===== src/rtl/sd_deser_fifo_check.sv =====
`default_nettype none
// ============================================================================
//  Module   : sd_deser_fifo_check
//  Brief    : Segment deserializer into a DEPTH-entry FIFO, drained by an
//             in-order sequence checker with a programmable ready pattern.
//  Revision : 1.0 - initial release
// ============================================================================
module sd_deser_fifo_check #(
    parameter  int PARA_WIDTH = 9,
    parameter  int SER_WIDTH  = 4,
    parameter  int DEPTH      = 7,
    localparam int USZ        = $clog2(DEPTH + 1)
) (
    input  logic                 clk,
    input  logic                 reset,
    input  logic                 c_srdy,
    output logic                 c_drdy,
    input  logic [SER_WIDTH-1:0] c_data,
    input  logic                 c_ef,
    input  logic [7:0]           drdy_pat,
    output logic [USZ-1:0]       usage,
    output logic [15:0]          ok_cnt,
    output logic [15:0]          err_cnt,
    output logic                 err
);

    localparam int NSEG = (PARA_WIDTH + SER_WIDTH - 1) / SER_WIDTH;
    localparam int SEGW = (NSEG > 1) ? $clog2(NSEG) : 1;
    localparam int PTRW = $clog2(DEPTH);
    localparam logic [SEGW-1:0] SEG_LAST   = SEGW'(NSEG - 1);
    localparam logic [PTRW-1:0] PTR_LAST   = PTRW'(DEPTH - 1);
    localparam logic [USZ-1:0]  USAGE_FULL = USZ'(DEPTH);

    logic [SEGW-1:0]       r_seg;
    logic                  r_seg_sat;
    logic [PARA_WIDTH-1:0] r_word;
    logic [PARA_WIDTH-1:0] w_word_next;
    logic                  r_word_valid;

    logic [PARA_WIDTH-1:0] r_mem [DEPTH];
    logic [PTRW-1:0]       r_wr_ptr;
    logic [PTRW-1:0]       r_rd_ptr;
    logic [USZ-1:0]        r_usage;

    logic [2:0]            r_pidx;
    logic [PARA_WIDTH-1:0] r_expected;
    logic [15:0]           r_ok_cnt;
    logic [15:0]           r_err_cnt;
    logic                  r_err;

    logic                  w_seg_xfer;
    logic                  w_fifo_wr;
    logic                  w_fifo_rd;
    logic [PARA_WIDTH-1:0] w_rd_data;

    assign w_fifo_wr  = r_word_valid && (r_usage != USAGE_FULL);
    assign c_drdy     = !r_word_valid || w_fifo_wr;
    assign w_seg_xfer = c_srdy && c_drdy;
    assign w_rd_data  = r_mem[r_rd_ptr];
    assign w_fifo_rd  = (r_usage != '0) && drdy_pat[r_pidx];

    // First segment of a word clears the rest; once saturated, segments are dropped.
    always_comb begin
        w_word_next = r_word;
        for (int i = 0; i < PARA_WIDTH; i++) begin
            if (!r_seg_sat && ((i / SER_WIDTH) == int'(r_seg)))
                w_word_next[i] = c_data[i % SER_WIDTH];
            else if (!r_seg_sat && (r_seg == '0))
                w_word_next[i] = 1'b0;
        end
    end

    always_ff @(posedge clk or negedge reset) begin
        if (!reset) begin
            r_seg        <= '0;
            r_seg_sat    <= 1'b0;
            r_word       <= '0;
            r_word_valid <= 1'b0;
        end else begin
            if (w_seg_xfer) begin
                r_word <= w_word_next;
                if (c_ef) begin
                    r_seg     <= '0;
                    r_seg_sat <= 1'b0;
                end else if (r_seg == SEG_LAST) begin
                    r_seg_sat <= 1'b1;
                end else begin
                    r_seg <= r_seg + 1'b1;
                end
            end
            if (w_seg_xfer && c_ef)
                r_word_valid <= 1'b1;
            else if (w_fifo_wr)
                r_word_valid <= 1'b0;
        end
    end

    always_ff @(posedge clk) begin
        if (w_fifo_wr)
            r_mem[r_wr_ptr] <= r_word;
    end

    always_ff @(posedge clk or negedge reset) begin
        if (!reset) begin
            r_wr_ptr <= '0;
            r_rd_ptr <= '0;
            r_usage  <= '0;
        end else begin
            if (w_fifo_wr)
                r_wr_ptr <= (r_wr_ptr == PTR_LAST) ? '0 : r_wr_ptr + 1'b1;
            if (w_fifo_rd)
                r_rd_ptr <= (r_rd_ptr == PTR_LAST) ? '0 : r_rd_ptr + 1'b1;
            if (w_fifo_wr && !w_fifo_rd)
                r_usage <= r_usage + 1'b1;
            else if (!w_fifo_wr && w_fifo_rd)
                r_usage <= r_usage - 1'b1;
        end
    end

    // A mismatch resynchronises the expected value to the word just seen.
    always_ff @(posedge clk or negedge reset) begin
        if (!reset) begin
            r_pidx     <= '0;
            r_expected <= '0;
            r_ok_cnt   <= '0;
            r_err_cnt  <= '0;
            r_err      <= 1'b0;
        end else begin
            r_pidx <= r_pidx + 3'd1;
            r_err  <= 1'b0;
            if (w_fifo_rd) begin
                if (w_rd_data == r_expected) begin
                    if (r_ok_cnt != 16'hFFFF)
                        r_ok_cnt <= r_ok_cnt + 16'd1;
                    r_expected <= r_expected + 1'b1;
                end else begin
                    if (r_err_cnt != 16'hFFFF)
                        r_err_cnt <= r_err_cnt + 16'd1;
                    r_err      <= 1'b1;
                    r_expected <= w_rd_data + 1'b1;
                end
            end
        end
    end

    assign usage   = r_usage;
    assign ok_cnt  = r_ok_cnt;
    assign err_cnt = r_err_cnt;
    assign err     = r_err;

endmodule
`default_nettype wire


===== config.mk =====
export PLATFORM = sky130hd
export DESIGN_NAME = sd_deser_fifo_check
export DESIGN_NICKNAME = d
export VERILOG_FILES = /design/src/rtl/sd_deser_fifo_check.sv
export SDC_FILE = /design/constraint.sdc
export NUM_CORES = 1
export LEC_CHECK = 0
export CORE_MARGIN = 3
export CORE_UTILIZATION = 45
export DETAILED_ROUTE_END_ITERATION = 10
export GPL_TIMING_DRIVEN = 1
export MAX_ROUTING_LAYER = met4
export PLACE_DENSITY = 0.67
export SYNTH_ARGS = -nofsm -noshare
export SYNTH_HDL_FRONTEND = slang
export SYNTH_SLANG_ARGS = --single-unit

===== constraint.sdc =====
create_clock -name clk -period 3.1 [get_ports clk]
set_input_delay 0.31 -clock clk [delete_from_list [all_inputs] [get_ports clk]]
set_output_delay 0.31 -clock clk [all_outputs]
set_load 0.05 [all_outputs]

==> reports/results.ini <==
[yosys]
synthCells = 436
synth_top_cell_by_area = edfxtp_1
synthTopCellsByArea = edfxtp_1, dfrtp_1, xor2_1
ys_warn_count = 0
synth_top_area_share_pct = 32.57
ys_seq_area_share_pct = 61.44
synthesis.nets = 461
synth-seq-cells = 130
yosysUniqueCellTypes = 50
synthArstFlopShare_pct = 51.54
synth_area_um2 = 5808
avgSynthCellArea_um2 = 13.32
yosys_most_used_dff = dfrtp_1
synth_edf_count = 63

[cts]
cts_tree = yes
numCtsBuffers = 17
path_clk_slew_ns = 0.06
clock_latency_ns = 0.42
htreeDepth = 4
cts.sinks = 130
clock_path_buffers = 2
postCtsHoldBufs = 0
post_cts_resized = 0
cts_setup_buffers = 0
clock-root-buffer = clkbuf_16

[flow_run]
max_cap_violations = 0

[sta]
worst_pin_slew_ns = 1.107
slew_headroom_pct = 26.20
min_period_ns = 2.816
setup_viol = 0
fmax_mhz = 355.1
setup_tns_ns = 0
final.setup_skew_ns = 0.01440
whs_ns = 0.1199
drv_slew = 0
rsz0062_at_grt = false
hold_viol_final = 0
fin_crit_sh_pct = 90.85

[critical_path]
critPathRequiredTime_ns = 3.38
reg2regPathDepth = 8
end_kind = flop
r2r_setup_slack_ns = 0.28
critPathMaxFanout = 16
worstPathArrival_ns = 3.10
cp-start-kind = flop
reg2reg_to = err_cnt[1]$_DFFE_PN0P_
cp-endpoint = err_cnt[1]$_DFFE_PN0P_
crit_type = flop to flop
crit_start = r_rd_ptr[0]$_DFFE_PN0P_
r2r_start = r_rd_ptr[0]$_DFFE_PN0P_

[floorplan]
placementRows = 40
start_util_pct = 47.17
pin_count = 53
floorplan.die.width_um = 119.6
die_area_um2 = 14310
die_h_um = 119.6
core-area_um2 = 12310

[layout]
nFillCells = 984
final_cell_mix = dfrtp_1, edfxtp_1, clkdlybuf4s50_1, nand2_1, xor2_1
multi_input_area_um2 = 2081
diodes = 0
final_cell_area_um2 = 7246
final_nets = 540
utilization_pct = 58.85
final_common_cell = dfrtp_1
area_growth_pct = 24.75
drive_above_1_share_pct = 15.91
seq_area_um2 = 3570

[power_and_ir_drop]
p_int_w = 0.004552
leakagePower_nw = 2.929
p_comb_share_pct = 32.5
switching_share_pct = 34.47
clockPowerShare_pct = 29.8
p_seq_share_pct = 37.8
p_total_w = 0.006947
p_per_area_nw_per_um2 = 958.8
power_switching_w = 0.002395
peakVddDrop_mv = 0.6357

[detailed_routing]
totalWireLength_um = 10950
drc_errors = 0
antenna_left = 0
vias = 3669
dr.pass1.iters = 5
avgRoutedWirePerCell_um = 15.73
avgViaCountPerCell = 5.272
dr.first_iter.drc_count = 299

[placement]
gp_congestion = 0.8475
post_dp_cell_area_um2 = 6625
dp_hpwl_um = 7656
port_buffers = 52

[global_routing]
grt_pass1_wl_um = 18350
grt_antenna_before_repair = 0
grt_pass1_vias = 3601
overflow = 0
grtUsageTotal_pct = 16.72
grt_max_degree = 50

[min_path]
hold_class = primary input to asynchronous set/reset pin

[status]
status = complete, no violations

[stage by stage]
step / instances / worst slack, ns
after floorplan: 436 / 0.2162
after global placement: 664 / 0.1547
after detailed placement: 664 / 0.1066
after CTS: 696 / 0.09988
after global routing: 696 / 0.09174
final: 696 / 0.2838
[per-layer routing]
| metal | vias up | track usage [%] | part of all wire [%] |
|---|---|---|---|
| li1 | 1761 | - | - |
| met1 | 1823 | 21.07 | 45 |
| met2 | 78 | 26.62 | 50 |
| met3 | 7 | 4.665 | 4.0 |
| met4 | 0 | 4.939 | 0.71 |
| met5 | - | - | 0 |
[how the worst min path moves through the flow]
| stage | from | to | cells past startpoint |
|---|---|---|---|
| 2_1_floorplan | reset | err$_DFF_PN0_ | 0 |
| 3_3_place_gp | r_pidx[2]$_DFF_PN0_ | r_pidx[2]$_DFF_PN0_ | 1 |
| 3_5_place_dp | r_pidx[2]$_DFF_PN0_ | r_pidx[2]$_DFF_PN0_ | 1 |
| 4_1_cts | reset | ok_cnt[13]$_DFFE_PN0P_ | 1 |
| 5_1_grt | reset | r_expected[1]$_DFFE_PN0P_ | 1 |
| 6_report | reset | r_expected[1]$_DFFE_PN0P_ | 1 |
[critical path, stage by stage (launching register included)]
cell	delay [ns]
dfrtp_2	0.54
or2_1	0.36
buf_4	0.19
o221ai_2	0.29
xnor2_1	0.16
nand4_1	0.24
nor4_4	0.44
nor2_1	0.13
mux2_1	0.33
[synth_stat cells, types with 4 or more instances]
| cell type | n |
|---|---|
| a32o_1 | 5 |
| nor3_1 | 9 |
| buf_6 | 5 |
| nand2b_1 | 9 |
| a31oi_1 | 7 |
| mux2_4 | 4 |
| ha_1 | 8 |
| nor2_1 | 20 |
| and3_1 | 5 |
| a21o_1 | 4 |
| clkbuf_1 | 6 |
| dfrtp_1 | 67 |
| buf_4 | 5 |
| nand3_1 | 17 |
| edfxtp_1 | 63 |
| o21ai_0 | 15 |
| nor4_1 | 7 |
| o211ai_2 | 4 |
| mux2_2 | 8 |
| nand4_1 | 8 |
| o221ai_2 | 4 |
| xnor2_1 | 20 |
| inv_1 | 10 |
| mux2i_1 | 21 |
| nand2_1 | 40 |
| xor2_1 | 27 |
[final cells by class]
class / instances / share of cell area [%]
Sequential cell: 130 / 49.27
Tap cell: 168 / 2.901
Multi-Input combinational cell: 279 / 28.72
Clock inverter: 11 / 2.038
Inverter: 10 / 0.5180
Clock buffer: 21 / 6.510
Timing Repair Buffer: 77 / 10.05
[sequential cells by signal, summed over array words and instances (netlist names)]
signal        flops
r_mem            63
err_cnt          16
ok_cnt           16
r_expected        9
r_word            9
r_pidx            3
r_rd_ptr          3
r_wr_ptr          3
usage             3
r_seg             2
err               1
r_seg_sat         1
r_word_valid      1
[cell families after synthesis]
family	after synthesis	share of synthesized area, %
flops	130	61.44
simple gates	130	11.76
fa+ha+maj	9	2.068
compound gates	57	7.734
xor+xnor	47	7.088
mux	36	7.174
buf+inv	27	2.736
[power groups by stage]
stage | registers, W | clock network [W] | logic (W)
final | 0.00262 | 0.00207 | 0.00226
after global routing | 0.00269 | 0.00219 | 0.00249
after CTS | 0.00263 | 0.00209 | 0.00229
after detailed placement | 0.00265 | 0 | 0.00228
after global placement | 0.00263 | 0 | 0.00224
after floorplan | 0.00275 | 0 | 0.00148
Power figures use the tool's default switching activity.
